===== src/rtl/multicycle_control_if.sv =====
// rtl/multicycle_control_if.sv - datapath/control bundle for the multicycle controller
// The datapath side (master) presents opcode and flags; the controller (slave) drives strobes.
interface multicycle_control_if;
  logic [6:0] opcode;
  logic       zero;
  logic       mem_ready;
  logic       PCWrite;
  logic       IRWrite;
  logic       IorD;
  logic       MemRead;
  logic       MemWrite;
  logic       MemToReg;
  logic       RegWrite;
  logic       ALUSrcA;
  logic       PCSource;
  logic [1:0] ALUSrcB;
  logic [1:0] ALUOp;
  logic       instr_done;
  logic       illegal;
  logic [3:0] state;

  modport master (
    output opcode, zero, mem_ready,
    input  PCWrite, IRWrite, IorD, MemRead, MemWrite, MemToReg, RegWrite,
           ALUSrcA, PCSource, ALUSrcB, ALUOp, instr_done, illegal, state
  );

  modport slave (
    input  opcode, zero, mem_ready,
    output PCWrite, IRWrite, IorD, MemRead, MemWrite, MemToReg, RegWrite,
           ALUSrcA, PCSource, ALUSrcB, ALUOp, instr_done, illegal, state
  );
endinterface


===== src/rtl/multicycle_control.sv =====
// rtl/multicycle_control.sv - multicycle CPU control FSM with memory-ready stalls
// Optional I-type ALU path (opcode 0010011) enabled by macro IMM_ALU_EN.
module multicycle_control (
  input logic                    clk,
  input logic                    reset,
  multicycle_control_if.slave    bus
);

  typedef enum logic [3:0] {
    FETCH    = 4'd0,
    DECODE   = 4'd1,
    MEM_ADDR = 4'd2,
    MEM_RD   = 4'd3,
    MEM_WB   = 4'd4,
    MEM_WR   = 4'd5,
    R_EXEC   = 4'd6,
    ALU_WB   = 4'd7,
    BRANCH   = 4'd8,
    I_EXEC   = 4'd9
  } state_t;

  localparam logic [6:0] OP_LOAD   = 7'b0000011;
  localparam logic [6:0] OP_STORE  = 7'b0100011;
  localparam logic [6:0] OP_RTYPE  = 7'b0110011;
  localparam logic [6:0] OP_BRANCH = 7'b1100011;
`ifdef IMM_ALU_EN
  localparam logic [6:0] OP_IMM    = 7'b0010011;
`endif

  state_t state_q, state_d;

  logic       pc_write, ir_write, iord, mem_read, mem_write, mem_to_reg, reg_write;
  logic       alu_src_a, pc_source, instr_done, illegal;
  logic [1:0] alu_src_b, alu_op;

  always_ff @(posedge clk or negedge reset) begin
    if (!reset) state_q <= FETCH;
    else        state_q <= state_d;
  end

  always_comb begin
    state_d    = state_q;
    pc_write   = 1'b0;
    ir_write   = 1'b0;
    iord       = 1'b0;
    mem_read   = 1'b0;
    mem_write  = 1'b0;
    mem_to_reg = 1'b0;
    reg_write  = 1'b0;
    alu_src_a  = 1'b0;
    pc_source  = 1'b0;
    alu_src_b  = 2'b00;
    alu_op     = 2'b00;
    instr_done = 1'b0;
    illegal    = 1'b0;
    case (state_q)
      FETCH: begin
        mem_read  = 1'b1;
        alu_src_b = 2'b01;
        ir_write  = bus.mem_ready;
        pc_write  = bus.mem_ready;
        if (bus.mem_ready) state_d = DECODE;
      end
      DECODE: begin
        // ALU precomputes the branch target while the opcode is dispatched
        alu_src_b = 2'b10;
        case (bus.opcode)
          OP_LOAD, OP_STORE: state_d = MEM_ADDR;
          OP_RTYPE:          state_d = R_EXEC;
          OP_BRANCH:         state_d = BRANCH;
`ifdef IMM_ALU_EN
          OP_IMM:            state_d = I_EXEC;
`endif
          default: begin
            state_d    = FETCH;
            illegal    = 1'b1;
            instr_done = 1'b1;
          end
        endcase
      end
      MEM_ADDR: begin
        alu_src_a = 1'b1;
        alu_src_b = 2'b10;
        state_d   = (bus.opcode == OP_LOAD) ? MEM_RD : MEM_WR;
      end
      MEM_RD: begin
        mem_read = 1'b1;
        iord     = 1'b1;
        if (bus.mem_ready) state_d = MEM_WB;
      end
      MEM_WB: begin
        reg_write  = 1'b1;
        mem_to_reg = 1'b1;
        instr_done = 1'b1;
        state_d    = FETCH;
      end
      MEM_WR: begin
        mem_write = 1'b1;
        iord      = 1'b1;
        if (bus.mem_ready) begin
          instr_done = 1'b1;
          state_d    = FETCH;
        end
      end
      R_EXEC: begin
        alu_src_a = 1'b1;
        alu_op    = 2'b10;
        state_d   = ALU_WB;
      end
      ALU_WB: begin
        reg_write  = 1'b1;
        instr_done = 1'b1;
        state_d    = FETCH;
      end
      BRANCH: begin
        alu_src_a  = 1'b1;
        alu_op     = 2'b01;
        pc_source  = 1'b1;
        pc_write   = bus.zero;
        instr_done = 1'b1;
        state_d    = FETCH;
      end
`ifdef IMM_ALU_EN
      I_EXEC: begin
        alu_src_a = 1'b1;
        alu_src_b = 2'b10;
        alu_op    = 2'b10;
        state_d   = ALU_WB;
      end
`endif
      default: state_d = FETCH;
    endcase
  end

  // Outputs are gated by reset so nothing strobes while it is held low
  assign bus.PCWrite    = reset & pc_write;
  assign bus.IRWrite    = reset & ir_write;
  assign bus.IorD       = reset & iord;
  assign bus.MemRead    = reset & mem_read;
  assign bus.MemWrite   = reset & mem_write;
  assign bus.MemToReg   = reset & mem_to_reg;
  assign bus.RegWrite   = reset & reg_write;
  assign bus.ALUSrcA    = reset & alu_src_a;
  assign bus.PCSource   = reset & pc_source;
  assign bus.ALUSrcB    = reset ? alu_src_b : 2'b00;
  assign bus.ALUOp      = reset ? alu_op : 2'b00;
  assign bus.instr_done = reset & instr_done;
  assign bus.illegal    = reset & illegal;
  assign bus.state      = reset ? state_q : 4'd0;

endmodule

===== src/flat_wrapper.sv =====
// flat-port wrapper written by rule: the top's interface ports become plain ports
module multicycle_control_flat 
  (clk, reset, bus_opcode, bus_zero, bus_mem_ready, bus_PCWrite, bus_IRWrite, bus_IorD, bus_MemRead, bus_MemWrite, bus_MemToReg, bus_RegWrite, bus_ALUSrcA, bus_PCSource, bus_ALUSrcB, bus_ALUOp, bus_instr_done, bus_illegal, bus_state);
  multicycle_control_if bus_i ();
  input logic clk;
  input logic reset;
  input wire logic [$bits(bus_i.opcode)-1:0] bus_opcode;
  input wire logic [$bits(bus_i.zero)-1:0] bus_zero;
  input wire logic [$bits(bus_i.mem_ready)-1:0] bus_mem_ready;
  output wire logic [$bits(bus_i.PCWrite)-1:0] bus_PCWrite;
  output wire logic [$bits(bus_i.IRWrite)-1:0] bus_IRWrite;
  output wire logic [$bits(bus_i.IorD)-1:0] bus_IorD;
  output wire logic [$bits(bus_i.MemRead)-1:0] bus_MemRead;
  output wire logic [$bits(bus_i.MemWrite)-1:0] bus_MemWrite;
  output wire logic [$bits(bus_i.MemToReg)-1:0] bus_MemToReg;
  output wire logic [$bits(bus_i.RegWrite)-1:0] bus_RegWrite;
  output wire logic [$bits(bus_i.ALUSrcA)-1:0] bus_ALUSrcA;
  output wire logic [$bits(bus_i.PCSource)-1:0] bus_PCSource;
  output wire logic [$bits(bus_i.ALUSrcB)-1:0] bus_ALUSrcB;
  output wire logic [$bits(bus_i.ALUOp)-1:0] bus_ALUOp;
  output wire logic [$bits(bus_i.instr_done)-1:0] bus_instr_done;
  output wire logic [$bits(bus_i.illegal)-1:0] bus_illegal;
  output wire logic [$bits(bus_i.state)-1:0] bus_state;
  assign bus_i.opcode = bus_opcode;
  assign bus_i.zero = bus_zero;
  assign bus_i.mem_ready = bus_mem_ready;
  assign bus_PCWrite = bus_i.PCWrite;
  assign bus_IRWrite = bus_i.IRWrite;
  assign bus_IorD = bus_i.IorD;
  assign bus_MemRead = bus_i.MemRead;
  assign bus_MemWrite = bus_i.MemWrite;
  assign bus_MemToReg = bus_i.MemToReg;
  assign bus_RegWrite = bus_i.RegWrite;
  assign bus_ALUSrcA = bus_i.ALUSrcA;
  assign bus_PCSource = bus_i.PCSource;
  assign bus_ALUSrcB = bus_i.ALUSrcB;
  assign bus_ALUOp = bus_i.ALUOp;
  assign bus_instr_done = bus_i.instr_done;
  assign bus_illegal = bus_i.illegal;
  assign bus_state = bus_i.state;
  multicycle_control u_core (.clk(clk), .reset(reset), .bus(bus_i));
endmodule

===== config.mk =====
export PLATFORM = sky130hd
export DESIGN_NAME = multicycle_control_flat
export DESIGN_NICKNAME = d
export VERILOG_FILES = /design/src/rtl/multicycle_control_if.sv /design/src/rtl/multicycle_control.sv /design/src/flat_wrapper.sv
export SDC_FILE = /design/constraint.sdc
export NUM_CORES = 1
export LEC_CHECK = 0
export CORE_ASPECT_RATIO = 1.1
export CORE_MARGIN = 2
export CORE_UTILIZATION = 33
export CTS_CLUSTER_SIZE = 40
export DETAILED_ROUTE_END_ITERATION = 8
export PLACE_DENSITY = 0.73
export SETUP_SLACK_MARGIN = 0.2
export SYNTH_ARGS = -nofsm -noshare
export SYNTH_HDL_FRONTEND = slang
export SYNTH_SLANG_ARGS = --single-unit

===== constraint.sdc =====
create_clock -name clk -period 1.64 [get_ports clk]
set_clock_uncertainty 0.15 [all_clocks]
set_input_delay 0.328 -clock clk [delete_from_list [all_inputs] [get_ports clk]]
set_output_delay 0.328 -clock clk [all_outputs]
set_load 0.02 [all_outputs]

==> results of run 1 <==
==> synthesized netlist by cell type <==
cell type | count | area share [%]
a211oi_1 | 1 | 1.4
a21o_1 | 1 | 1.4
a21oi_1 | 5 | 4.6
a221oi_1 | 1 | 1.6
and2_2 | 5 | 6.9
and2_4 | 1 | 1.6
buf_2 | 3 | 2.8
clkbuf_1 | 1 | 0.69
dfrtp_1 | 4 | 19
inv_1 | 2 | 1.4
maj3_1 | 1 | 1.9
mux2i_1 | 2 | 3.7
nand2_1 | 10 | 6.9
nand2b_1 | 4 | 4.6
nand3_1 | 1 | 0.93
nand3b_1 | 1 | 1.4
nand4bb_1 | 1 | 2.1
nor2_1 | 9 | 6.2
nor2b_1 | 2 | 2.3
nor3_1 | 3 | 2.8
nor3_4 | 1 | 3.0
nor3b_1 | 1 | 1.4
nor3b_2 | 1 | 2.3
nor4_1 | 2 | 2.3
o211a_1 | 1 | 1.9
o21a_1 | 1 | 1.4
o21ai_0 | 3 | 2.8
o22a_1 | 1 | 1.6
o22ai_1 | 1 | 1.2
o311ai_0 | 1 | 1.6
o41ai_1 | 1 | 1.6
or2b_1 | 1 | 1.4
or3b_4 | 1 | 2.1
xor2_1 | 1 | 1.6
==> logic make-up after synthesis <==
family | synth area share [%]
AOI/OAI and AO/OA | 21.1
xor gates and xnor gates | 1.62
adders and majority gates | 1.85
buffers and inverters | 4.86
DFF | 18.5
muxes | 3.70
and+or+nand+nor | 48.4
==> through the flow <==
stage	hold slack [ps]	util (%)	TNS, ps
after CTS	303	95.1	-5010
after detailed placement	516	70.5	-15310
after global placement	513	70.5	-14820
after floorplan	-118	-	-851
==> timing repair <==
action                                  4_1_cts
setup buffers                                20
endpoints found under the setup margin       23
hold endpoints to repair                      4
pin swaps                                    14
gates resized for setup                     175
hold buffers                                  1
==> flow_summary_export.csv, run 1 <==
group,metric,value,unit
run_status,status,"stopped before the end",
run_status,stop_stage,"global routing (5_1_grt)",
run_status,run.stop_error,"[ERROR DPL-0038] Utilization greater than 100%, impossible to legalize",
yosys,netlist_instances,75,
yosys,synth_nets,86,
clock_tree,clockRootBuffer,"clkbuf_4",
placement,place_inst,141,
yosys,syn_area,541,µm²
placement,place_area,0.00110,mm²
clock_tree,cts.sinks,4,
yosys,synth_seq_cells,4,
floorplanning,initial_utilization,34.7,%
placement,gp_congestion,0.840,
grt,grt_max_degree,12,
sta,worst-ep-kind,"primary output",
sta,crit_endpoint,"bus_instr_done",
placement,pre_cts_ws,-1020,ps
floorplanning,num_rows,15,
placement,dp_hpwl,1620,µm
floorplanning,die_h,46.4,µm
clock_tree,cts_buffers,3,
yosys,yosysUniqueCellTypes,34,
clock_tree,htreeDepth,1,
placement,port_buffers,29,
yosys,synth_seq_area_share,18.5,%
floorplanning,io_pins,30,
yosys,synth.yosys.warnings,0,
yosys,synth_area_per_cell,7.21,µm²
clock_tree,clockBufferDepth,2,
floorplanning,fp.dieW,42.6,µm
==> run 2: changes to the inputs <==
CORE_AREA = 2 2 63 65   (was unset)
CORE_ASPECT_RATIO = unset   (was 1.1)
CORE_MARGIN = unset   (was 2)
CORE_UTILIZATION = unset   (was 33)
CTS_CLUSTER_SIZE = unset   (was 40)
DIE_AREA = 0 0 65 67   (was unset)
PLACE_DENSITY = unset   (was 0.73)
PLACE_DENSITY_LB_ADDON = 0.15   (was unset)
SETUP_SLACK_MARGIN = unset   (was 0.2)
clock period = 2.1 ns   (was 1.64 ns; I/O delays follow)
==> run 2 against run 1 <==
The flow now finishes, with violations (setup timing). Area after synthesis unchanged. Synthesized cell count stayed put.
==> flow_summary_export.csv, run 2 <==
group,metric,value,unit
floorplanning,io_pins,30,
yosys,synth_edf_count,0,
sta,hold_viol_final,0,
yosys,synth.yosys.warnings,0,
clock_tree,htreeDepth,1,
placement,dp_hpwl,1500,µm
critical_path,r2r-start,"u_core.state_q[1]$_DFFE_PN0P_",
critical_path,worstPathMaxFanout,4,
grt,grtUsageTotal,9.90,%
sta,worst_slew_pin_slew,284,ps
detailed_routing,avgViaCountPerCell,4.19,
cells_and_area,syn2layout_area_growth,116,%
cells_and_area,drive_above_1_share,55.1,%
clock_tree,clk_pin_slew,30,ps
grt,grt_pass1_vias,743,
cells_and_area,layout_common_cells,"buf_4 (33), nand2_1 (10), dlygate4sd2_1 (10)",
placement,place_area,0.00105,mm²
grt,grt_max_degree,14,
cells_and_area,fin_util,32.4,%
critical_path,rrSetupSlack,560,ps
sta,period_minus_slack,2150,ps
job,maxCapViolCount,0,
yosys,yosys-top-cells-count,"nand2_1 (10), nor2_1 (9), a21oi_1 (5), and2_2 (5)",
cells_and_area,top_regs,"u_core.state_q x4",
detailed_routing,wl,2100,µm
cells_and_area,antenna_cells,0,
yosys,netlist_instances,75,
yosys,synth_top_area_share,18.5,%
placement,gp_congestion,0.779,
cells_and_area,nets,149,
floorplanning,num_rows,22,
yosys,ys.flop_type,"dfrtp_1",
sta,slew_viol_final,0,
critical_path,crit_required,1530,ps
placement,pre_cts_ws,-757,ps
yosys,ys_async_sr_fraction,100,%
sta,finalWorstSetupSlack,-49.8,ps
clock_tree,clockBufferDepth,2,
run_status,violations,"setup timing",
pwr,p_leak,0.577,nW
grt,grt_pass1_wl,3240,µm
yosys,synth_seq_cells,4,
sta,setup_viol,2,
pwr,vdd_drop_max,0.000149,V
placement,port_buffers,29,
sta,slew-limit-headroom,80.8,%
yosys,synth_seq_area_share,18.5,%
detailed_routing,routedWlPerCell,11.4,µm
yosys,yosysMostFrequentCell,"nand2_1",
floorplanning,die_h,67,µm
yosys,yosysUniqueCellTypes,34,
sta,hold_ws,105,ps
floorplanning,fp.dieW,65,µm
min_path,hold_class,"in -> async",
sta,tns,-60.7,ps
yosys,synth_top_cell_by_area,"dfrtp_1",
clock_tree,cts_hold_buf,0,
placement,place_inst,172,
sta,finalCritPeriodShare,102,%
critical_path,criticalPathCategory,"reg -> out",
pwr,p_total,406,µW
critical_path,cp-start-kind,"flop",
grt,antenna_found_initial,0,
critical_path,endpoint_kind,"primary output",
cells_and_area,regMostFlops,"u_core.state_q",
clock_tree,clock_latency,220,ps
critical_path,reg2reg_depth,5,
detailed_routing,vias,771,
detailed_routing,drt-initial-drc-count,17,
detailed_routing,antenna_left,0,
detailed_routing,drc,0,
clock_tree,cts.sinks,4,
sta,fmax,465,MHz
cells_and_area,instances_no_fill,184,
yosys,syn_area,541,µm²
clock_tree,cts_buffers,3,
run_status,status,"complete, but fails checks",
yosys,synth_area_per_cell,7.21,µm²
cells_and_area,largest_reg_flops,4,
clock_tree,cts_tree,"yes",
grt,overflow,0,
floorplanning,initial_utilization,15.0,%
critical_path,reg2reg_to,"u_core.state_q[2]$_DFFE_PN0P_",
cells_and_area,final_area,0.00117,mm²
floorplanning,die_area,0.00436,mm²
floorplanning,core_area,0.00361,mm²
yosys,yosys-top-cells-area,"dfrtp_1 (19%), and2_2 (6.9%), nand2_1 (6.9%), nor2_1 (6.3%), a21oi_1 (4.6%)",
cells_and_area,final_common_cell,"buf_4",
sta,rsz0062_at_grt,"yes",
clock_tree,clockRootBuffer,"clkbuf_8",
detailed_routing,dr.pass1.iters,4,
critical_path,worstPathArrival,1580,ps
yosys,synth_nets,86,
pwr,p_per_area,347,mW/mm²
run 2: cell counts after synthesis:
No cell type changed its count.
run 2: timing repair:
action                     CTS  global route
gates resized for setup     80            27
pin swaps                    7             6
setup endpoints to repair   19            13
buffers inserted             4             6
run 2: worst max-delay path by stage:
stage                                  start              to  slack, ps  cells past startpoint
6_report       u_core.state_q[1]$_DFFE_PN0P_     bus_PCWrite        -50                      5
5_1_grt        u_core.state_q[1]$_DFFE_PN0P_  bus_instr_done       -110                      7
4_1_cts        u_core.state_q[0]$_DFFE_PN0P_     bus_PCWrite       -110                      5
3_5_place_dp                           reset     bus_PCWrite       -760                      6
3_3_place_gp                           reset     bus_PCWrite       -730                      6
2_1_floorplan  u_core.state_q[1]$_DFFE_PN0P_     bus_PCWrite         50                      4
run 2: power by group:
| part | total (mW) | switching, mW | leakage [nW] | internal, mW |
|---|---|---|---|---|
| Sequential | 0.0835 | 0.00319 | 0.0498 | 0.0803 |
| Clock | 0.165 | 0.0427 | 0.0216 | 0.122 |
| Combinational | 0.157 | 0.0732 | 0.506 | 0.0839 |
| Total | 0.406 | 0.119 | 0.577 | 0.287 |
run 2: cell type report:
class	instances	area, µm²
inverter	2	7.51
sequential	4	104
clock buffer	3	41.3
fill	401	2440
multi-input combinational	65	473
timing repair buffer	62	483
tap	48	60.1
run 2: cell families (layout without fill, tap and decap cells):
family / count (synthesis) / after routing / share of synthesized area [%]
AO/OA/AOI/OAI: 17 / 17 / 21.1
XOR/XNOR: 1 / 1 / 1.62
adder cells (fa/ha/maj): 1 / 1 / 1.85
buffers and inverters: 6 / 67 / 4.86
flip-flops: 4 / 4 / 18.5
multiplexers: 2 / 2 / 3.70
AND/OR/NAND/NOR: 44 / 44 / 48.4
run 2: critical path, stage by stage, from the launching register on:
cell     delay, ps
dfrtp_2        420
or3b_4         440
nor3_4         130
and2_4         160
a21o_1          90
buf_6          110
run 2: routing by layer:
metal / share of wire (%) / GRT usage (%)
met1: 43 / 10.8
met4: 2.6 / 7.71
met5: 0 / 0
met3: 3.5 / 0.676
met2: 51 / 17.8
Note: power is estimated with default switching activity, not from simulation.
==> RTL change 1: new RTL, flow settings as in run 2 <==
The option `IMM_ALU_EN` is turned on by a define.
--- a/src/rtl/multicycle_control.sv
+++ b/src/rtl/multicycle_control.sv
@@ -2,2 +2,4 @@
 // Optional I-type ALU path (opcode 0010011) enabled by macro IMM_ALU_EN.
+`define IMM_ALU_EN
+
 module multicycle_control (
Check against the original RTL: not equivalent (Yosys sat finds a counterexample within 4 cycles, from zero or initial values and one cycle with reset low).
==> RTL change 1 against run 2 <==
  * The flow still finishes with violations (setup timing)
  * Setup slack better by 22 ps
  * Die area stayed put
  * Non-clock buffer count rose by 2
  * Final area up 13%
  * Combinational power is 32% higher
  * Register-to-register slack lost 470 ps
  * Power rose by 11%
  * Routed wire length up 13%
  * Area after synthesis up 17%
  * Sequential cell count did not move
  * Critical path type unchanged
  * Highest routed layer unchanged
==> RTL change 1: results <==
group,metric,value,unit
route,viasPerCell,4.296,
grt,grtUsageTotal,0.1151,
clock_tree,htreeDepth,1,
power_and_ir_drop,ir_drop,0.0002647,V
synthesis,seq_area_frac_synth,0.1578,
placed_design,portBuffers,29,
final_layout,insertedDiodeCount,0,
grt,grt_pass1_wl,3801,µm
synthesis,synth_area_leaders,"dfrtp_1 16%, nor2_1 9.5%, and2_1 6.9%, nand2b_1 6.9%, a21oi_1 4.7%",
synthesis,synth_cell_types,33,
route,detail_route.first_pass.iterations,4,
setup_path,cp.arrival,1560,ps
final_layout,layout.nets,161,
outcome,violations,"setup timing",
synthesis,yosys_warnings,0,
clock_tree,path_clk_slew,30,ps
grt,grt_pass1_vias,781,
clock_tree,clk_path_buf_depth,2,
clock_tree,cts_root_buf,"clkbuf_8",
setup_path,startpoint,"u_core.state_q[2]",
setup_path,crit_slowest_cell,"or4b_4",
final_layout,nFillCells,400,
placed_design,dpl.hpwl,1889,µm
synthesis,mappedNetlistNets,98,
setup_path,reg2reg_depth,5,
final_layout,drive_gt1_frac,0.5068,
timing,setup_violations,1,
clock_tree,cts_buffers,3,
grt,grt_max_degree,14,
hold_path,hp-class,"input pin to asynchronous set/reset pin",
placed_design,gp_congestion,0.7533,
final_layout,reg_top3,"u_core.state_q (4)",
synthesis,synth_ff_type,"dfrtp_1",
grt,antenna_found_initial,0,
setup_path,critPathMaxFanout,6,
final_layout,multi_input_area,588.1,µm²
route,drtIter0Drc,16,
outcome,status,"complete, but fails checks",
timing,setup_ws,-27.43,ps
route,wl_per_cell,12.15,µm
clock_tree,clk_latency,210,ps
synthesis,synthArstFlopShare,1.000,
timing,max_slew_margin,0.8200,
synthesis,synth_common_cells,"16 x nor2_1, 7 x and2_1, 7 x nand2b_1, 6 x a21oi_1, 5 x clkbuf_1",
setup_path,cpPeakStageDelay,520,ps
power_and_ir_drop,leakagePower,0.6659,nW
## RTL change 1: kinds of logic after synthesis
group           Yosys count  share of synthesized area
compound gates           21                     0.2900
flops                     4                     0.1578
mux                       1                    0.01578
buf+inv                   8                    0.05918
simple gates             51                     0.4497
xor+xnor                  2                    0.02762
## RTL change 1: routing by layer
| metal | GRT usage | part of all wire |
|---|---|---|
| met1 | 0.1475 | 0.45 |
| met2 | 0.1933 | 0.52 |
| met3 | 0.02027 | 0.022 |
| met4 | 0.03989 | 0.0080 |
| met5 | 0 | 0 |
## RTL change 1: worst max-delay path: cells and delay by family (launching register included)
kind | cells | cell delay (ps)
and+or+nand+nor | 2 | 620
DFF | 1 | 430
AOI/OAI and AO/OA | 1 | 170
buffers and inverters | 1 | 110
## RTL change 1: final cells by class
type                            instances  area share
Clock buffer                            3     0.03134
Inverter                                2    0.005698
Multi-Input combinational cell         75      0.4463
Sequential cell                         4     0.07692
Tap cell                               48     0.04558
Timing Repair Buffer                   64      0.3941
## RTL change 1: power by group
part           switching [mW]  internal (mW)  leakage [nW]
clock                  0.0350          0.122        0.0216
combinational          0.0990          0.108         0.592
sequential            0.00372         0.0810        0.0522
## RTL change 1: worst paths after layout
check                               endpoint  slack (ps)
setup / recovery              bus_instr_done         -30
hold / removal             u_core.state_q[3]         200
setup reg to reg           u_core.state_q[1]          90
hold reg to reg            u_core.state_q[0]         570
max in group asynchronous  u_core.state_q[2]        1460
min in group clk           u_core.state_q[3]         570
## RTL change 1: per-stage QoR
step,worst slack (ps),instances,cell area [µm²],setup TNS (ps)
final,-27.43,196,1318,-27.43
after global routing,-114.9,196,1318,-162.7
after CTS,-55.13,196,1266,-61.63
after detailed placement,-503.1,190,1200,-7874
after global placement,-514.3,190,1200,-7781
after floorplan,20.46,87,639.4,0
## RTL change 1: repair_timing
action                     4_1_cts  5_1_grt
gates resized for setup         85       19
hold buffers                     0        0
pin swaps                        8        4
buffers inserted                 3        0
setup endpoints to repair       19       11
cloned                           0        0
==> RTL change 2: new RTL, config.mk and constraints of run 2 <==
Without the edit above. Reset style: synchronous (`reset`), changed in one clocked block.
--- a/src/rtl/multicycle_control.sv
+++ b/src/rtl/multicycle_control.sv
@@ -35,3 +35,3 @@
 
-  always_ff @(posedge clk or negedge reset) begin
+  always_ff @(posedge clk) begin
     if (!reset) state_q <= FETCH;
Check against the original RTL: same outputs for any inputs over 10 cycles, from zero or initial values and one cycle with reset low; that may be too few to reach the edited logic, so the function may still have changed.
==> RTL change 2 against run 2 <==
  * Sequential cell count did not move
  * Setup slack gained 100 ps
  * Area after synthesis grew 5.6%
  * Combinational power decreased by 28%
  * Power shrank 12%
  * Final area down 3.3%
  * Routed wire length decreased by 1.8%
  * Fmax increased by 5.1%
==> RTL change 2: results <==
group,metric,value,unit
grt,grt_pass1_wl,3581,µm
route,drt_wl_total,2066,µm
grt,met3_usage,0.03209,
setup_path,cpPeakStageDelay,400,ps
hold_path,hp-class,"input pin to register",
final_layout,layout.nets,147,
synthesis,synth.avg_cell_area,7.507,µm²
placed_design,pre_cts_ws,-608.2,ps
power_and_ir_drop,finalPower,0.3551,mW
grt,met2_usage,0.1765,
synthesis,mappedNetlistNets,87,
power_and_ir_drop,switchingPower,0.09533,mW
synthesis,synth_area_leaders,"dfxtp_1 14%, buf_6 7.9%, nor2_1 6.6%, nand2_1 5.3%, nand4bb_4 4.8%",
setup_path,cpLargestDelayFamily,"buffers and inverters",
setup_path,cp.arrival,1480,ps
route,detail_route.first_pass.iterations,5,
power_and_ir_drop,pg_comb,0.113,mW
synthesis,synth_cell_types,37,
grt,grt_use_met1,0.1285,
route,wl_met3,138,µm
placed_design,gp_congestion,0.8484,
synthesis,seq_area_frac_synth,0.1404,
synthesis,synth_ff_type,"dfxtp_1",
grt,grt_pass1_vias,806,
outcome,status,"finished, final reports clean",
grt,grtUsageTotal,0.1063,
power_and_ir_drop,leakagePower,0.5257,nW
synthesis,synth_common_cells,"10 x nor2_1, 8 x nand2_1, 5 x nor3_1, 4 x buf_6, 4 x dfxtp_1",
setup_path,crit_slowest_cell,"clkdlybuf4s50_1",
placed_design,placed_cells,179,
setup_path,critPathMaxFanout,3,
route,wl_met2,982,µm
power_and_ir_drop,ir_drop,0.0001144,V
power_and_ir_drop,seq_power_share,0.223,
final_layout,drive_gt1_frac,0.4179,
-- RTL change 2: cell count changes in the layout (fill, tap and decap cells not counted), sizes merged, moves of 3 or more --
cell           delta
buf              -14
clkdlybuf4s15     +3
clkdlybuf4s50     +4
dfrtp             -4
dfxtp             +4
-- RTL change 2: worst paths after layout --
path,startpoint,end,slack (ps),depth (start not counted)
hold reg to reg,u_core.state_q[0],u_core.state_q[0],560,2
hold / removal,bus_opcode[4],u_core.state_q[3],490,3
setup / recovery,bus_opcode[2],bus_instr_done,50,5
setup reg to reg,u_core.state_q[0],u_core.state_q[2],590,6
-- RTL change 2: layout make-up --
class | instances | area (µm²) | area share
multi-input combinational | 63 | 439.2 | 0.3887
sequential | 4 | 81.33 | 0.07198
tap | 48 | 60.06 | 0.05316
clock buffer | 3 | 41.29 | 0.03654
inverter | 4 | 15.01 | 0.01329
timing repair buffer | 60 | 493.0 | 0.4363
-- RTL change 2: cells by family (layout without fill, tap and decap cells) --
logic type / after synthesis / in the layout / share of synthesized area
flip-flops: 4 / 4 / 0.1404
buffers and inverters: 9 / 67 / 0.1184
multiplexers: 1 / 1 / 0.01754
AND/OR/NAND/NOR: 44 / 44 / 0.4890
AO/OA/AOI/OAI: 16 / 16 / 0.2018
adder cells (fa/ha/maj): 1 / 1 / 0.01754
XOR/XNOR: 1 / 1 / 0.01535
-- RTL change 2: timing repair --
action | 4_1_cts | 5_1_grt
pin swaps | 4 | 0
setup endpoints to repair | 19 | 8
resized for setup | 47 | 11
-- RTL change 2: worst reg2reg max path, stage by stage, from the launching register on --
cell	delay [ps]
dfxtp_1	370
buf_4	130
nand2b_1	60
buf_4	150
nor4_1	270
o221ai_1	180
o311ai_1	110
